--- src/rtl/life_display_pipe.sv ---
// life_display_pipe: 3-stage scan-coordinate to cell-colour renderer for the Life board.
// Optional grid lines between cells are enabled by defining LIFE_GRID_LINE_EN.
`ifndef MODE_EDIT
`define MODE_EDIT 1'b1
`endif

module life_display_pipe #(
   parameter int unsigned ADDR_W       = 8,
   parameter int unsigned SCAN_W       = 10,
   parameter int unsigned PX_BOUND_LM  = 50,
   parameter int unsigned PX_BOUND_RM  = 400,
   parameter int unsigned PX_BOUND_UM  = 50,
   parameter int unsigned PX_BOUND_DM  = 400,
   parameter int unsigned MIN_SHIFT    = 3,
   parameter int unsigned MAX_SHIFT    = 7,
   parameter int unsigned BLINK_FRAMES = 30
) (
   input  logic              clk,
   input  logic              rst,
   input  logic              frame_start,
   input  logic              mode,
   input  logic [SCAN_W-1:0] scan_x,
   input  logic [SCAN_W-1:0] scan_y,
   input  logic [ADDR_W-1:0] win_x,
   input  logic [ADDR_W-1:0] win_y,
   input  logic [7:0]        visi_cell_num,
   input  logic [ADDR_W-1:0] cur_x,
   input  logic [ADDR_W-1:0] cur_y,
   output logic [ADDR_W-1:0] cell_x,
   output logic [ADDR_W-1:0] cell_y,
   output logic              cell_rd_en,
   input  logic              cell_state,
   output logic              in_disp_area,
   output logic [11:0]       disp_value_RGB
);

   localparam int unsigned SHIFT_W = $clog2(MAX_SHIFT + 1);
   localparam int unsigned BLINK_W = (BLINK_FRAMES > 1) ? $clog2(BLINK_FRAMES) : 1;

   logic [SHIFT_W-1:0] shift_c, shift_sh, shift_s1;
   logic [ADDR_W-1:0]  win_x_sh, win_y_sh, win_x_s1, win_y_s1;
   logic [BLINK_W-1:0] blink_cnt;
   logic               blink_on;
   logic               in_area_s1;
   logic [SCAN_W-1:0]  off_x_s1, off_y_s1;
   logic [ADDR_W-1:0]  cell_x_c, cell_y_c;
   logic               cursor_hit_c, cursor_hit_s2;
   logic [11:0]        rgb_c;

   // Zoom: the msb of the requested cell count picks the cell width, clamped to the legal range.
   always_comb begin
      shift_c = SHIFT_W'(MAX_SHIFT);
      for (int i = 0; i < 8; i++) begin
         if (visi_cell_num[i]) begin
            if (i >= int'(MAX_SHIFT - MIN_SHIFT)) shift_c = SHIFT_W'(MIN_SHIFT);
            else                                  shift_c = SHIFT_W'(int'(MAX_SHIFT) - i);
         end
      end
   end

   // Frame-synchronous shadow of window/zoom, plus the cursor blink timer.
   always_ff @(posedge clk) begin
      if (!rst) begin
         win_x_sh  <= '0;
         win_y_sh  <= '0;
         shift_sh  <= SHIFT_W'(MAX_SHIFT);
         blink_cnt <= '0;
         blink_on  <= 1'b1;
      end else begin
         if (frame_start) begin
            win_x_sh <= win_x;
            win_y_sh <= win_y;
            shift_sh <= shift_c;
         end
         if (mode != `MODE_EDIT) begin
            blink_cnt <= '0;
            blink_on  <= 1'b1;
         end else if (frame_start) begin
            if (blink_cnt == BLINK_W'(BLINK_FRAMES - 1)) begin
               blink_cnt <= '0;
               blink_on  <= ~blink_on;
            end else begin
               blink_cnt <= blink_cnt + BLINK_W'(1);
            end
         end
      end
   end

   // Stage 1: area test and offsets; each pixel carries its own copy of the shadow set.
   always_ff @(posedge clk) begin
      if (!rst) begin
         in_area_s1 <= 1'b0;
         off_x_s1   <= '0;
         off_y_s1   <= '0;
         shift_s1   <= '0;
         win_x_s1   <= '0;
         win_y_s1   <= '0;
      end else begin
         in_area_s1 <= (scan_x > SCAN_W'(PX_BOUND_LM)) && (scan_x < SCAN_W'(PX_BOUND_RM)) &&
                       (scan_y > SCAN_W'(PX_BOUND_UM)) && (scan_y < SCAN_W'(PX_BOUND_DM));
         off_x_s1   <= scan_x - SCAN_W'(PX_BOUND_LM);
         off_y_s1   <= scan_y - SCAN_W'(PX_BOUND_UM);
         shift_s1   <= shift_sh;
         win_x_s1   <= win_x_sh;
         win_y_s1   <= win_y_sh;
      end
   end

   always_comb begin
      cell_x_c     = win_x_s1 + ADDR_W'(off_x_s1 >> shift_s1);
      cell_y_c     = win_y_s1 + ADDR_W'(off_y_s1 >> shift_s1);
      cursor_hit_c = (mode == `MODE_EDIT) && blink_on && (cell_x_c == cur_x) && (cell_y_c == cur_y);
   end

   // Stage 2: cell address and read request to the RAM.
   always_ff @(posedge clk) begin
      if (!rst) begin
         cell_x        <= '0;
         cell_y        <= '0;
         cell_rd_en    <= 1'b0;
         cursor_hit_s2 <= 1'b0;
      end else begin
         cell_x        <= cell_x_c;
         cell_y        <= cell_y_c;
         cell_rd_en    <= in_area_s1;
         cursor_hit_s2 <= cursor_hit_c;
      end
   end

`ifdef LIFE_GRID_LINE_EN
   logic [SCAN_W-1:0] mask_c;
   logic              edge_x_s2, edge_y_s2;

   // First pixel row/column of each cell marks the grid line.
   always_comb mask_c = (SCAN_W'(1) << shift_s1) - SCAN_W'(1);

   always_ff @(posedge clk) begin
      if (!rst) begin
         edge_x_s2 <= 1'b0;
         edge_y_s2 <= 1'b0;
      end else begin
         edge_x_s2 <= (off_x_s1 & mask_c) == '0;
         edge_y_s2 <= (off_y_s1 & mask_c) == '0;
      end
   end
`endif

   // Stage 3 colour select, in priority order.
   always_comb begin
      rgb_c = 12'hFFF;
      if (!cell_rd_en)          rgb_c = 12'h000;
      else if (cursor_hit_s2)   rgb_c = 12'h0F0;
`ifdef LIFE_GRID_LINE_EN
      else if (edge_x_s2 || edge_y_s2) rgb_c = 12'h000;
`endif
      else if (cell_state)      rgb_c = 12'h00F;
   end

   always_ff @(posedge clk) begin
      if (!rst) begin
         disp_value_RGB <= 12'h000;
         in_disp_area   <= 1'b0;
      end else begin
         disp_value_RGB <= rgb_c;
         in_disp_area   <= cell_rd_en;
      end
   end

endmodule

--- config.mk ---
export PLATFORM = sky130hd
export DESIGN_NAME = life_display_pipe
export DESIGN_NICKNAME = d
export VERILOG_FILES = /design/src/rtl/life_display_pipe.sv
export SDC_FILE = /design/constraint.sdc
export NUM_CORES = 1
export LEC_CHECK = 0
export ABC_AREA = 1
export BUFFER_PORTS_ARGS = -buffer_cell sky130_fd_sc_hd__clkbuf_2
export CAP_MARGIN = 15
export CORE_UTILIZATION = 55
export CTS_CLUSTER_DIAMETER = 120
export DETAILED_ROUTE_END_ITERATION = 16
export GPL_TIMING_DRIVEN = 0
export PLACE_DENSITY = 0.9
export SLEW_MARGIN = 5
export SYNTH_ARGS = -nofsm -noshare
export SYNTH_HDL_FRONTEND = slang
export SYNTH_SLANG_ARGS = --single-unit
--- constraint.sdc ---
create_clock -name clk -period 3.2 [get_ports clk]
set_input_delay 0.16 -clock clk [delete_from_list [all_inputs] [get_ports clk]]
set_output_delay 0.16 -clock clk [all_outputs]
set_load 0.005 [all_outputs]
==> metrics.md <==
| Metric | Value |
|---|---|
| Clk sinks | 87 |
| CP cell instances | buf_6 -> buf_6 -> mux2i_1 -> nand2_1 -> nand3_1 -> o21ai_0 -> ha_1 -> fa_1 -> xnor2_1 -> nand3_1 -> nor2_1 -> nand2_1 -> nor2_1 -> nand3_1 -> nor2_2 -> nand4_1 -> nor2_1 |
| Routed len/inst | 12.65 microns |
| Die footprint | 8772 sq um |
| Post-route DRC | 0 |
| Layout fillers | 684 |
| Global route overflow | 0 |
| GRT Overall Usage | 26.22% |
| PortBufs | 92 |
| Peak VDD IR | 337.0 uV |
| Gpl congestion | 0.8544 |
| Crit. End Element | register |
| Die X | 93.66 microns |
| Number of max-cap violations | 0 |
| Sw Share | 30.53% |
| Critical path required time | 3.49 ns |
| Netlist cell types | 40 |
| Mean number of vias per cell | 5.166 |
| Period Utilization, post-route | 93.84% |
| Number of diodes | 0 |
| First DRT Iteration DRCs | 237 |
| Synth Cell Area | 4621 sq um |
| Hold Slack | 0.006236 ns |
| Clock latency on the worst-skew pair | 0.36 ns |
| Crit-path max FO | 10 |
| Placed cells | 854 |
| Cell Rows | 33 |
| WP depth | 17 |
| Post-DRT Antenna Nets | 0 |
| DR pass1 iterations | 5 |
| Syn_nets | 744 |
| Setup TNS | 0 ns |
| CTS H-tree depth | 3 |
| Synthesis-to-layout area growth | 18.09% |
| Critical Setup Path Class | register to register |
| Achievable frequency | 333.0 MHz |
| CTS Buf Count | 9 |
| Layout Skew | 0.01412 ns |
| Sw power | 763.2 uW |
| Core area | 8175 sq um |
| Clock network power share | 31.2% |
| RSZ-0062 raised after global routing | no |
| Internal reg-to-reg setup slack | 0.20 ns |
| Hpwl dp | 8630 microns |
| Gate Count Post-Synth | 657 |
| CTS tree | built |
| Arrival @ worst endpoint | 3.30 ns |
| #FFs+latches synth | 87 |
| CTS Buffer Depth | 2 |
| Seq/Total Area, Yosys | 37.69% |
| Layout Nets | 849 |
| Syn Area/Cell | 7.033 sq um |
| Ys flop type | dfxtp_1 |
| Worst Path Buf+Inv | 2 |
| R2R depth | 17 |
| CTS clk-pin slew, worst paths | 0.09 ns |
| Post-Layout Cell Count | 872 |
| CP delay by family, top | simple AND/OR/NAND/NOR gates |
| Fraction of registers with async set/reset | 0% |
| Period minus WS final | 3.003 ns |
| Worst Hold Path Cells | 2 |
| Comb power frac | 21.4% |
| Setup violations, final | 0 |
| Area of the multi-input gates | 2351 sq um |
| Global-route wire length before repair | 17870 microns |
| Leak | 3.029 nW |
| Slew headroom | 52.49% |
| Starting density of the core | 56.52% |
| Share of layout cells above drive strength 1 | 20.34% |
| Power Density | 458.1 nW/um^2 |
| Fin. Hold Viols | 0 |
| Postcts setup bufs | 0 |
| Largest net degree at the start of global routing | 17 |
| Antenna violations before repair | 0 |
| Register Area | 1742 sq um |
| EDFF count, synth | 0 |
| Reg power frac | 47.4% |
| Final slew viol count | 0 |
| Min-delay worst type | input pin to register |
| Slowest cell on the critical path | fa_1 |
| Drt total wl | 11030 microns |
| Synth warnings | 0 |
| Outcome | finished, final reports clean |
| CP peak stage delay | 0.50 ns |
| Vias in the first global route | 4261 |
| Pint | 1.736 mW |
| Die Y | 93.66 microns |
| Vias | 4505 |
| Startpoint types | register |
| Top Ports | 95 |
| Actual slew at the worst max-slew pin | 0.7126 ns |
| Root buf cell | clkbuf_8 |
power by group through the flow:
stage / clock network (mW) / registers (mW) / logic, mW
2_1_floorplan: 0 / 1.20 / 0.357
3_3_place_gp: 0 / 1.21 / 0.499
3_5_place_dp: 0 / 1.21 / 0.520
4_1_cts: 0.783 / 1.18 / 0.526
5_1_grt: 0.837 / 1.19 / 0.606
6_report: 0.779 / 1.19 / 0.535
what timing repair did:
| item | 4_1_cts | 5_1_grt |
|---|---|---|
| setup endpoints to repair | 0 | 1 |
| gates resized for setup | 0 | 11 |
| hold endpoints to repair | 3 | 0 |
| hold buffers | 2 | 0 |
placed cells by master, fill, tap and decap left out, types with 8 or more instances in the layout:
master    count
o21ai_0      35
clkbuf_8      9
buf_4        10
nor2_1       78
inv_1        91
clkbuf_1     13
a21oi_1      29
ha_1         19
nand3_1      48
nand2_2       8
clkbuf_2     93
dfxtp_1      87
xor2_1        9
nand2_1     158
Yosys cell counts, drive strengths merged (4+ instances only):
master | n | share of area (%)
nor3 | 7 | 0.76
nand2 | 171 | 15
ha | 20 | 5.4
buf | 15 | 2.6
nand3 | 50 | 5.6
nand4 | 5 | 0.81
nand3b | 4 | 0.65
mux2i | 8 | 1.7
a21oi | 31 | 3.5
dfxtp | 87 | 38
or2 | 4 | 0.54
xor2 | 9 | 1.7
o21ai | 37 | 4.1
nor2 | 80 | 6.6
o22ai | 5 | 0.68
clkbuf | 14 | 1.1
inv | 94 | 7.7
per-layer routing:
layer	vias up	routed length [microns]	global-route usage, %
li1	2271	-	-
met1	2068	4653	29.96
met2	143	5486	47.79
met3	23	644	4.773
met4	0	244	10.90
met5	-	0	0
layout make-up:
cell class                 instances  area share (%)
multi-input combinational        445           43.09
timing repair buffer              94           8.805
inverter                          96           6.696
clock buffer                       9           2.270
clock inverter                     7           1.445
sequential                        87           31.92
tap                              105           2.408
buffer                            29           3.371
kinds of logic after synthesis:
family / after synthesis / synth area share, %
buffers and inverters: 125 / 11.67
DFF: 87 / 37.69
AOI/OAI and AO/OA: 78 / 9.342
xor gates and xnor gates: 12 / 2.600
and+or+nand+nor: 325 / 30.68
adders and majority gates: 22 / 6.282
muxes: 8 / 1.733
stage by stage:
step / setup slack (ns) / utilization, % / total power, mW / instance area, sq um
2_1_floorplan: 0.5466 / - / 1.562 / 4621
3_3_place_gp: 0.1926 / 63.76 / 1.705 / 5213
3_5_place_dp: 0.1421 / 63.76 / 1.729 / 5213
4_1_cts: 0.1228 / 66.48 / 2.493 / 5435
5_1_grt: 0.01463 / 66.74 / 2.635 / 5456
6_report: 0.1970 / 66.74 / 2.500 / 5456
registers in the layout (all words and copies together), names as in the netlist, 3 cells and up:
register        count
blink_cnt           5
cell_x              8
cell_y              8
disp_value_RGB      3
off_x_s1           10
off_y_s1           10
shift_s1            3
shift_sh            3
win_x_s1            8
win_x_sh            8
win_y_s1            8
win_y_sh            8
worst reg2reg max path: stages, from the launching register on:
cell and delay, ns:
dfxtp_1 0.33, buf_6 0.17, buf_6 0.17, mux2i_1 0.25, nand2_1 0.07, nand3_1 0.07, o21ai_0 0.10, ha_1 0.23
fa_1 0.50, xnor2_1 0.21, nand3_1 0.09, nor2_1 0.13, nand2_1 0.07, nor2_1 0.09, nand3_1 0.09, nor2_2 0.11
nand4_1 0.15, nor2_1 0.11
worst paths after layout:
path	from	to
setup / recovery	shift_s1[0]	cursor_hit_s2
hold / removal	scan_y[1]	off_y_s1[1]
setup reg to reg	shift_s1[0]	cursor_hit_s2
hold reg to reg	win_y_sh[5]	win_y_s1[5]
No activity file was read; power rests on OpenSTA's default activity.
